[config.mk]
export PLATFORM = sky130hd
export DESIGN_NAME = reg_wb_arbiter_flat
export DESIGN_NICKNAME = d
export VERILOG_FILES = /design/src/rtl/reg_wb_arbiter_if.sv /design/src/rtl/reg_wb_arbiter.sv /design/src/flat_wrapper.sv
export SDC_FILE = /design/constraint.sdc
export NUM_CORES = 1
export LEC_CHECK = 0
export ABC_AREA = 0
export ABC_CLOCK_PERIOD_IN_PS = 8350
export CAP_MARGIN = 20
export CORE_MARGIN = 1
export CORE_UTILIZATION = 41
export CTS_BUF_LIST = sky130_fd_sc_hd__clkbuf_16
export DETAILED_ROUTE_END_ITERATION = 16
export PLACE_DENSITY_LB_ADDON = 0.25
export SYNTH_ARGS = -nofsm -noshare
export SYNTH_HDL_FRONTEND = slang
export SYNTH_SLANG_ARGS = --single-unit
[constraint.sdc]
create_clock -name clk -period 8.35 [get_ports clk]
set_clock_uncertainty 0.2 [all_clocks]
set_input_delay 1.2525 -clock clk [delete_from_list [all_inputs] [get_ports clk]]
set_output_delay 1.2525 -clock clk [all_outputs]
set_load 0.02 [all_outputs]
[src/rtl/reg_wb_arbiter_if.sv]
`default_nettype none
// ============================================================================
//  Module   : reg_wb_arbiter_if
//  Purpose  : Writeback request bundle and register-bank write port for the
//             shared write-port arbiter.
//  Revision : 1.0  initial release
// ============================================================================
interface reg_wb_arbiter_if #(
    parameter int NREQ = 4,
    parameter int DW   = 32,
    parameter int AW   = 5
);
    logic                 stall;
    logic [NREQ-1:0]      req;
    logic [NREQ*AW-1:0]   req_addr;
    logic [NREQ*DW-1:0]   req_data;
    logic [NREQ-1:0]      ack;
    logic                 rf_load;
    logic [AW-1:0]        rf_addr;
    logic [DW-1:0]        rf_data;
    logic [2:0]           ptr;

    modport master (
        output stall, req, req_addr, req_data,
        input  ack, rf_load, rf_addr, rf_data, ptr
    );

    modport slave (
        input  stall, req, req_addr, req_data,
        output ack, rf_load, rf_addr, rf_data, ptr
    );
endinterface
`default_nettype wire

[src/rtl/reg_wb_arbiter.sv]
`default_nettype none
// ============================================================================
//  Module   : reg_wb_arbiter
//  Purpose  : Round-robin arbiter for the single register-bank write port,
//             combinational ack, registered write stage, x0 writes discarded.
//  Revision : 1.0  initial release
// ============================================================================
module reg_wb_arbiter #(
    parameter int NREQ = 4,
    parameter int DW   = 32,
    parameter int AW   = 5
) (
    input  logic              clk,
    input  logic              rst,
    reg_wb_arbiter_if.slave   bus
);

    logic [2:0]      ptr_q, ptr_d;
    logic            rf_load_q, rf_load_d;
    logic [AW-1:0]   rf_addr_q, rf_addr_d;
    logic [DW-1:0]   rf_data_q, rf_data_d;

    logic [2:0]      scan_idx;
    logic [2:0]      win_idx;
    logic            win_valid;
    logic            scan_hit;
    logic            xfer;
    logic [NREQ-1:0] ack_w;
    logic [AW-1:0]   sel_addr;
    logic [DW-1:0]   sel_data;

    // Walk the requesters starting at ptr, wrapping at NREQ-1; first hit wins.
    always_comb begin
        win_valid = 1'b0;
        win_idx   = 3'd0;
        scan_idx  = ptr_q;
        scan_hit  = 1'b0;
        for (int k = 0; k < NREQ; k++) begin
            scan_hit = 1'b0;
            for (int i = 0; i < NREQ; i++) begin
                if (scan_idx == 3'(i)) begin
                    scan_hit = bus.req[i];
                end
            end
            if (!win_valid && scan_hit) begin
                win_valid = 1'b1;
                win_idx   = scan_idx;
            end
            scan_idx = (scan_idx == 3'(NREQ-1)) ? 3'd0 : scan_idx + 3'd1;
        end
    end

    // rst is active-low, so ack is forced low for as long as reset is held.
    assign xfer = win_valid & ~bus.stall & rst;

    always_comb begin
        ack_w    = '0;
        sel_addr = '0;
        sel_data = '0;
        for (int i = 0; i < NREQ; i++) begin
            if (win_idx == 3'(i)) begin
                ack_w[i] = xfer;
                sel_addr = bus.req_addr[i*AW +: AW];
                sel_data = bus.req_data[i*DW +: DW];
            end
        end
    end

    always_comb begin
        ptr_d     = ptr_q;
        rf_load_d = 1'b0;
        rf_addr_d = rf_addr_q;
        rf_data_d = rf_data_q;
        if (xfer) begin
            ptr_d = (win_idx == 3'(NREQ-1)) ? 3'd0 : win_idx + 3'd1;
            // Writes to x0 complete the handshake but never reach the bank.
            if (sel_addr != '0) begin
                rf_load_d = 1'b1;
                rf_addr_d = sel_addr;
                rf_data_d = sel_data;
            end
        end
    end

    always_ff @(posedge clk or negedge rst) begin
        if (!rst) begin
            ptr_q     <= 3'd0;
            rf_load_q <= 1'b0;
            rf_addr_q <= '0;
            rf_data_q <= '0;
        end else begin
            ptr_q     <= ptr_d;
            rf_load_q <= rf_load_d;
            rf_addr_q <= rf_addr_d;
            rf_data_q <= rf_data_d;
        end
    end

    assign bus.ack     = ack_w;
    assign bus.rf_load = rf_load_q;
    assign bus.rf_addr = rf_addr_q;
    assign bus.rf_data = rf_data_q;
    assign bus.ptr     = ptr_q;

endmodule
`default_nettype wire

[src/flat_wrapper.sv]
// flat-port wrapper written by rule: the top's interface ports become plain ports
module reg_wb_arbiter_flat 
#(
    parameter int NREQ = 4,
    parameter int DW   = 32,
    parameter int AW   = 5
)
  (clk, rst, bus_stall, bus_req, bus_req_addr, bus_req_data, bus_ack, bus_rf_load, bus_rf_addr, bus_rf_data, bus_ptr);
  reg_wb_arbiter_if #(.NREQ(NREQ), .DW(DW), .AW(AW)) bus_i ();
  input  logic clk;
  input  logic rst;
  input wire logic [$bits(bus_i.stall)-1:0] bus_stall;
  input wire logic [$bits(bus_i.req)-1:0] bus_req;
  input wire logic [$bits(bus_i.req_addr)-1:0] bus_req_addr;
  input wire logic [$bits(bus_i.req_data)-1:0] bus_req_data;
  output wire logic [$bits(bus_i.ack)-1:0] bus_ack;
  output wire logic [$bits(bus_i.rf_load)-1:0] bus_rf_load;
  output wire logic [$bits(bus_i.rf_addr)-1:0] bus_rf_addr;
  output wire logic [$bits(bus_i.rf_data)-1:0] bus_rf_data;
  output wire logic [$bits(bus_i.ptr)-1:0] bus_ptr;
  assign bus_i.stall = bus_stall;
  assign bus_i.req = bus_req;
  assign bus_i.req_addr = bus_req_addr;
  assign bus_i.req_data = bus_req_data;
  assign bus_ack = bus_i.ack;
  assign bus_rf_load = bus_i.rf_load;
  assign bus_rf_addr = bus_i.rf_addr;
  assign bus_rf_data = bus_i.rf_data;
  assign bus_ptr = bus_i.ptr;
  reg_wb_arbiter #(.NREQ(NREQ), .DW(DW), .AW(AW)) u_core (.clk(clk), .rst(rst), .bus(bus_i));
endmodule
==> results.sh, run 1 <==
export IMPL_fin_nets=801
export IMPL_clock_fmax_mhz=139
export IMPL_syn_instance_count=454
export IMPL_maxSlewViolCount=0
export IMPL_critPathMaxStageDelay_ns=0.63
export IMPL_synth_common_cells="81 x a21oi_1, 76 x nand2_1, 74 x nor2_1"
export IMPL_yosys_warnings=0
export IMPL_antenna_cells=0
export IMPL_dieWidth_um=92.4
export IMPL_synth_cell_type_count=39
export IMPL_gp_congestion=0.900
export IMPL_crit_end="bus_ack[2]"
export IMPL_critPathMostFrequentCell="ha_1"
export IMPL_maxCapViolCount=0
export IMPL_ant_nets=0
export IMPL_start_util=0.429
export IMPL_grt_max_degree=76
export IMPL_outcome="complete, no violations"
export IMPL_crit_chain="ha_1, nand2b_1, nand2_1, inv_2, ha_1, a21boi_0, inv_1, ha_1, a211oi_1, o21ai_0, and3_1, o311ai_0, o21a_1, mux2_2, ha_2, buf_4, and2_1, clkdlybuf4s50_1"
export IMPL_setup_worst_path_start="u_core.bus.ptr[1]"
export IMPL_post_cts_buffers=0
export IMPL_path_buf_inv=4
export IMPL_yosys_area_top_type_share=0.306
export IMPL_dpl_hpwl_mm=8.24
export IMPL_cts_resized=0
export IMPL_placed_area_um2=5340
export IMPL_fin_crit_ns=7.18
export IMPL_ys_ff_latch=41
export IMPL_rows=32
export IMPL_htreeDepth=2
export IMPL_synth_nets=625
export IMPL_drt_iter0_drc=174
export IMPL_cp_slowest_cell="ha_2"
export IMPL_cp_depth=18
export IMPL_drive_above_1_share=0.0444
export IMPL_rrSetupSlack_ns=1.24
export IMPL_cts_buffer_depth=2
export IMPL_overflow=0
export IMPL_synth_edf_count=0
export IMPL_yosys_top_cells_area="dfrtp_1 31%, a21oi_1 12%, nand2_1 8.5%"
export IMPL_nFillCells=636
export IMPL_worst_r2r_endpoint="u_core.bus.rf_data[16]"
export IMPL_ioPinCount=200
export IMPL_cts_root_buf="clkbuf_16"
export IMPL_fin_area_um2=5480
export IMPL_startpoint_type="flop"
export IMPL_yosysMostFrequentCell="a21oi_1"
export IMPL_grt_pass1_vias=3680
export IMPL_netlist_area_um2=3350
export IMPL_r2r_start="u_core.bus.ptr[1]"
export IMPL_hold_class="flop to flop"
export IMPL_cp_top_family="adder cells"
export IMPL_vias=3855
export IMPL_final_setup_tns_ns=0
export IMPL_syn_area_per_cell_um2=7.38
export IMPL_synth_main_ff_cell="dfrtp_1"
export IMPL_end_kind="output pin"
export IMPL_r2r_cells=24
export IMPL_yosys_area_top_type="dfrtp_1"
export IMPL_drc_errors=0
export IMPL_final_setup_viol_count=0
export IMPL_io_buffers=199
export IMPL_antenna_found_initial=0
export IMPL_synth_seq_area_share=0.306
export IMPL_cp_required_ns=6.90
export IMPL_post_route_period_util=0.860
export IMPL_syn_to_final_growth_pct=63.4
export IMPL_clk_pin_slew_worst_paths_ns=0.06
export IMPL_critical_path_class="flop to output pin"
export IMPL_slew_headroom=0.490
export IMPL_holdCritStartpoint="u_core.bus.rf_data[4]"
export IMPL_numCtsBuffers=5
export IMPL_max_slew_worst_pin_slew_ns=0.764
export IMPL_fp_dieH_um=92.4
export IMPL_vias_per_cell=5.27
export IMPL_final_hold_violation_count=0
export IMPL_path_max_fanout=40
export IMPL_ys_async_sr_fraction=1.00
export IMPL_worst_ep_arrival_time_ns=5.73
export IMPL_rsz0062_at_grt="false"
export IMPL_track_usage=0.256
export IMPL_core_um2=7810
export IMPL_die_area_um2=8540
export IMPL_drtPass1Iterations=4
export IMPL_routed_wl_mm=10.7
export IMPL_holdBufCountCts=0
export IMPL_cts_tree="yes"
export IMPL_clock_latency_ns=0.28
export IMPL_clkSinkCount=41
export IMPL_wl_per_cell_um=14.7
export IMPL_grt_first_pass_wirelength_mm=17.5
-- metal layers --
layer	up-vias	GRT usage	wire [um]
met5	-	0	0
met3	16	0.0583	755
met2	142	0.462	5450
met1	1775	0.302	4310
li1	1922	-	-
met4	0	0.0716	241
-- stage by stage --
step	setup WS, ns	hold slack (ns)	instances	utilization
final	1.17	0.287	732	0.701
after global routing	0.548	0.302	732	0.701
after CTS	1.22	0.293	732	0.701
after detailed placement	1.37	0.279	725	0.684
after global placement	1.57	0.272	725	0.684
after floorplan	2.18	0.408	454	-
-- final cells by class --
class / instances / area [um2] / area share
clock inverter: 2 / 11.3 / 0.00206
timing repair buffer: 205 / 2030 / 0.371
clock buffer: 5 / 125 / 0.0228
sequential: 41 / 1030 / 0.187
tap: 102 / 128 / 0.0233
multi-input combinational: 366 / 2110 / 0.386
inverter: 11 / 41.3 / 0.00754
-- cells in the final DEF, fill, tap and decap left out, types with 10 or more instances in the layout --
| master | instances |
|---|---|
| o21a_1 | 33 |
| nor2_1 | 74 |
| inv_1 | 10 |
| dfrtp_1 | 41 |
| clkdlybuf4s50_1 | 198 |
| nand2_1 | 76 |
| o211ai_1 | 25 |
| ha_1 | 13 |
| a21oi_1 | 81 |
-- worst register-to-register path: stages, from the launching register on --
cell       delay (ns)
dfrtp_1          0.46
ha_1             0.26
nand2b_1         0.10
nand2_1          0.21
inv_2            0.10
ha_1             0.22
a21boi_0         0.43
inv_1            0.16
ha_1             0.26
a211oi_1         0.22
o21ai_0          0.10
and3_1           0.20
o311ai_0         0.66
nor2_1           0.12
a21oi_1          0.25
ha_2             0.69
buf_4            0.45
nand3b_1         0.20
a221oi_1         0.11
a2111oi_0        0.51
and4_1           0.31
a211oi_4         0.06
buf_4            0.37
o211ai_1         0.26
o21a_1           0.14
-- worst min path at each step --
stage | to | slack, ns | cells after the start
CTS | u_core.bus.rf_data[31] | 0.29 | 1
detailed placement | u_core.bus.rf_data[0] | 0.28 | 1
finish | u_core.bus.rf_data[4] | 0.29 | 1
global route | u_core.bus.rf_data[4] | 0.30 | 1
global placement | u_core.bus.rf_data[29] | 0.27 | 1
floorplan | u_core.bus.rf_data[5] | 0.41 | 1
-- sequential cells by signal, summed over array words and instances, names as in the netlist --
name,count
u_core.bus.rf_data,32
u_core.bus.rf_addr,5
u_core.bus.ptr,3
u_core.bus.rf_load,1
-- kinds of logic (layout without fill, tap and decap cells) --
logic type	Yosys count	in the layout	synth area share
simple gates	175	175	0.215
compound gates	172	172	0.338
buf+inv	47	223	0.0676
flops	41	41	0.306
fa+ha+maj	16	16	0.0597
mux	3	3	0.0131
Power of run 1 is left out: the tool's default activity adds up to more than one toggle a clock period on the data nets, which glitch-free logic cannot reach.
==> run 2: changes to the inputs <==
--- a/config.mk
+++ b/config.mk
@@ -8,7 +8,7 @@
 export ABC_AREA = 0
 export ABC_CLOCK_PERIOD_IN_PS = 8350
 export CAP_MARGIN = 20
-export CORE_MARGIN = 1
+export CORE_MARGIN = 2
 export CORE_UTILIZATION = 41
 export CTS_BUF_LIST = sky130_fd_sc_hd__clkbuf_16
 export DETAILED_ROUTE_END_ITERATION = 16
==> run 2 against run 1 <==
  * Worst hold slack better by 0.00087 ns
  * Setup slack better by 0.12 ns
  * Cell count up 0.14%
  * Non-clock buffer count stayed put
  * Global-route usage fell by 0.73 points
  * Critical path depth shrank 1
  * Flip-flop and latch count stayed put
  * Core utilization increased by 0.69 points
  * Die area increased by 4.4%
  * Via count down 0.13%
  * Design area increased by 0.98%
  * Sequential share of layout area shrank 0.18 points
  * Critical path type unchanged
==> results.sh, run 2 (synthesized netlist as in run 1, its figures left out) <==
export IMPL_wl_per_cell_um=15.2
export IMPL_worst_ep_arrival_time_ns=5.61
export IMPL_cp_required_ns=6.90
export IMPL_hold_path_depth=1
export IMPL_rsz0062_at_grt="false"
export IMPL_final_hold_violation_count=0
export IMPL_cts_resized=0
export IMPL_core_um2=7810
export IMPL_r2r_start="u_core.bus.ptr[0]"
export IMPL_rows=32
export IMPL_track_usage=0.249
export IMPL_r2r_cells=23
export IMPL_rrSetupSlack_ns=1.36
export IMPL_clkSinkCount=41
export IMPL_drc_errors=0
export IMPL_drive_above_1_share=0.0475
export IMPL_drtPass1Iterations=4
export IMPL_dr_wl_met2_mm=5.43
export IMPL_drt_iter0_drc=129
export IMPL_critical_path_class="flop to output pin"
export IMPL_htreeDepth=2
export IMPL_place_ws_ns=1.45
export IMPL_antenna_cells=0
export IMPL_final_setup_viol_count=0
export IMPL_cts_root_buf="clkbuf_16"
export IMPL_fin_nets=801
export IMPL_critPathMostFrequentCell="ha_1"
export IMPL_start_util=0.429
export IMPL_slew_headroom=0.454
export IMPL_placed_area_um2=5340
export IMPL_holdPathEnd="u_core.bus.rf_data[21]"
export IMPL_post_route_period_util=0.846
export IMPL_fin_crit_ns=7.06
export IMPL_antenna_found_initial=0
export IMPL_maxSlewViolCount=0
export IMPL_fp_dieH_um=94.4
export IMPL_cts_tree="yes"
export IMPL_path_max_fanout=21
export IMPL_critPathMaxStageDelay_ns=0.65
export IMPL_ioPinCount=200
export IMPL_final_setup_tns_ns=0
export IMPL_io_buffers=199
export IMPL_die_area_um2=8910
export IMPL_crit_chain="inv_1, ha_1, nand2_1, inv_1, ha_1, a21boi_0, ha_1, a21o_1, mux4_2, nand2_1, o311ai_0, o21a_1, mux2i_1, ha_1, buf_4, and2_1, clkdlybuf4s50_1"
export IMPL_numCtsBuffers=5
export IMPL_clock_fmax_mhz=142
export IMPL_overflow=0
export IMPL_worst_r2r_endpoint="u_core.bus.rf_data[24]"
export IMPL_cp_top_family="adder cells"
export IMPL_holdCritStartpoint="u_core.bus.rf_data[21]"
export IMPL_dieWidth_um=94.4
export IMPL_fin_ws_ns=1.29
export IMPL_top_layer_used="met4"
export IMPL_clock_latency_ns=0.28
export IMPL_place_inst=725
export IMPL_grt_first_pass_wirelength_mm=17.6
export IMPL_cp_slowest_cell="ha_1"
export IMPL_wl_met3_um=960
export IMPL_wl_met1_mm=4.34
export IMPL_path_buf_inv=4
export IMPL_maxCapViolCount=0
export IMPL_cts_buffer_depth=2
export IMPL_gp_congestion=0.878
export IMPL_clk_pin_slew_worst_paths_ns=0.06
export IMPL_routed_wl_mm=11.1
export IMPL_vias=3850
export IMPL_max_slew_worst_pin_slew_ns=0.819
export IMPL_hold_class="flop to flop"
export IMPL_ant_nets=0
export IMPL_syn_to_final_growth_pct=65.0
export IMPL_layout_cells_non_filler=733
export IMPL_startpoint_type="flop"
export IMPL_vias_per_cell=5.25
export IMPL_fin_area_um2=5530
export IMPL_dpl_hpwl_mm=8.59
export IMPL_grt_pass1_vias=3676
export IMPL_layout_commonest_cell="clkdlybuf4s50_1"
export IMPL_post_cts_buffers=0
export IMPL_holdBufCountCts=0
export IMPL_largest_reg_flops=32
export IMPL_end_kind="output pin"
export IMPL_mostFrequentLayoutCells="198 x clkdlybuf4s50_1, 81 x a21oi_1, 76 x nand2_1, 74 x nor2_1, 41 x dfrtp_1"
export IMPL_outcome="complete, no violations"
export IMPL_grt_max_degree=76
## run 2: cell types whose count changed in the layout (fill, tap and decap cells not counted)
cell	before	now
clkinv_1	1	0
clkinv_2	0	1
clkinvlp_4	1	0
bufinv_16	0	2
## run 2: final cells by class
type	count	area (um2)
inverters	11	41.3
repair buffers	205	2030
well taps	102	128
flip-flops and latches	41	1030
fillers	657	2280
clock buffers	5	125
multi-input cells	366	2110
clock inverters	3	65.1
## run 2: metrics by stage
stage / hold WS, ns / util
2_1_floorplan: 0.408 / -
3_3_place_gp: 0.272 / 0.684
3_5_place_dp: 0.279 / 0.684
4_1_cts: 0.293 / 0.708
5_1_grt: 0.300 / 0.708
6_report: 0.287 / 0.708
## run 2: worst max path at each step
stage | start | to | slack (ns) | cells after the start
floorplan | u_core.bus.ptr[0] | bus_ack[3] | 2.18 | 18
global placement | u_core.bus.ptr[1] | u_core.bus.rf_data[12] | 1.79 | 22
detailed placement | u_core.bus.ptr[0] | u_core.bus.rf_data[24] | 1.45 | 23
CTS | u_core.bus.ptr[0] | bus_ack[0] | 1.31 | 17
global route | u_core.bus.ptr[0] | u_core.bus.rf_data[20] | 0.67 | 24
finish | u_core.bus.ptr[0] | bus_ack[0] | 1.29 | 17
## run 2: worst reg2reg max path, cell delays in order (launching register included)
cell       delay [ns]
dfrtp_1          0.46
inv_1            0.16
ha_1             0.33
nand2_1          0.12
inv_1            0.10
ha_1             0.24
a21boi_0         0.43
ha_1             0.31
a21o_1           0.19
mux4_2           0.55
nand2_1          0.11
o311ai_0         0.12
o21a_1           0.20
mux2i_1          0.22
ha_1             0.65
buf_4            0.38
nand3b_1         0.13
a221oi_1         0.33
a2111oi_0        0.14
and4_1           0.30
a211oi_4         0.20
buf_4            0.61
o211ai_1         0.25
o21a_1           0.17
## run 2: metal layers
metal	track usage	vias to the layer above
met2	0.430	161
met3	0.0718	26
met5	0	-
met1	0.297	1729
met4	0.0821	0
li1	-	1934
Power of run 2 is left out for the same reason.
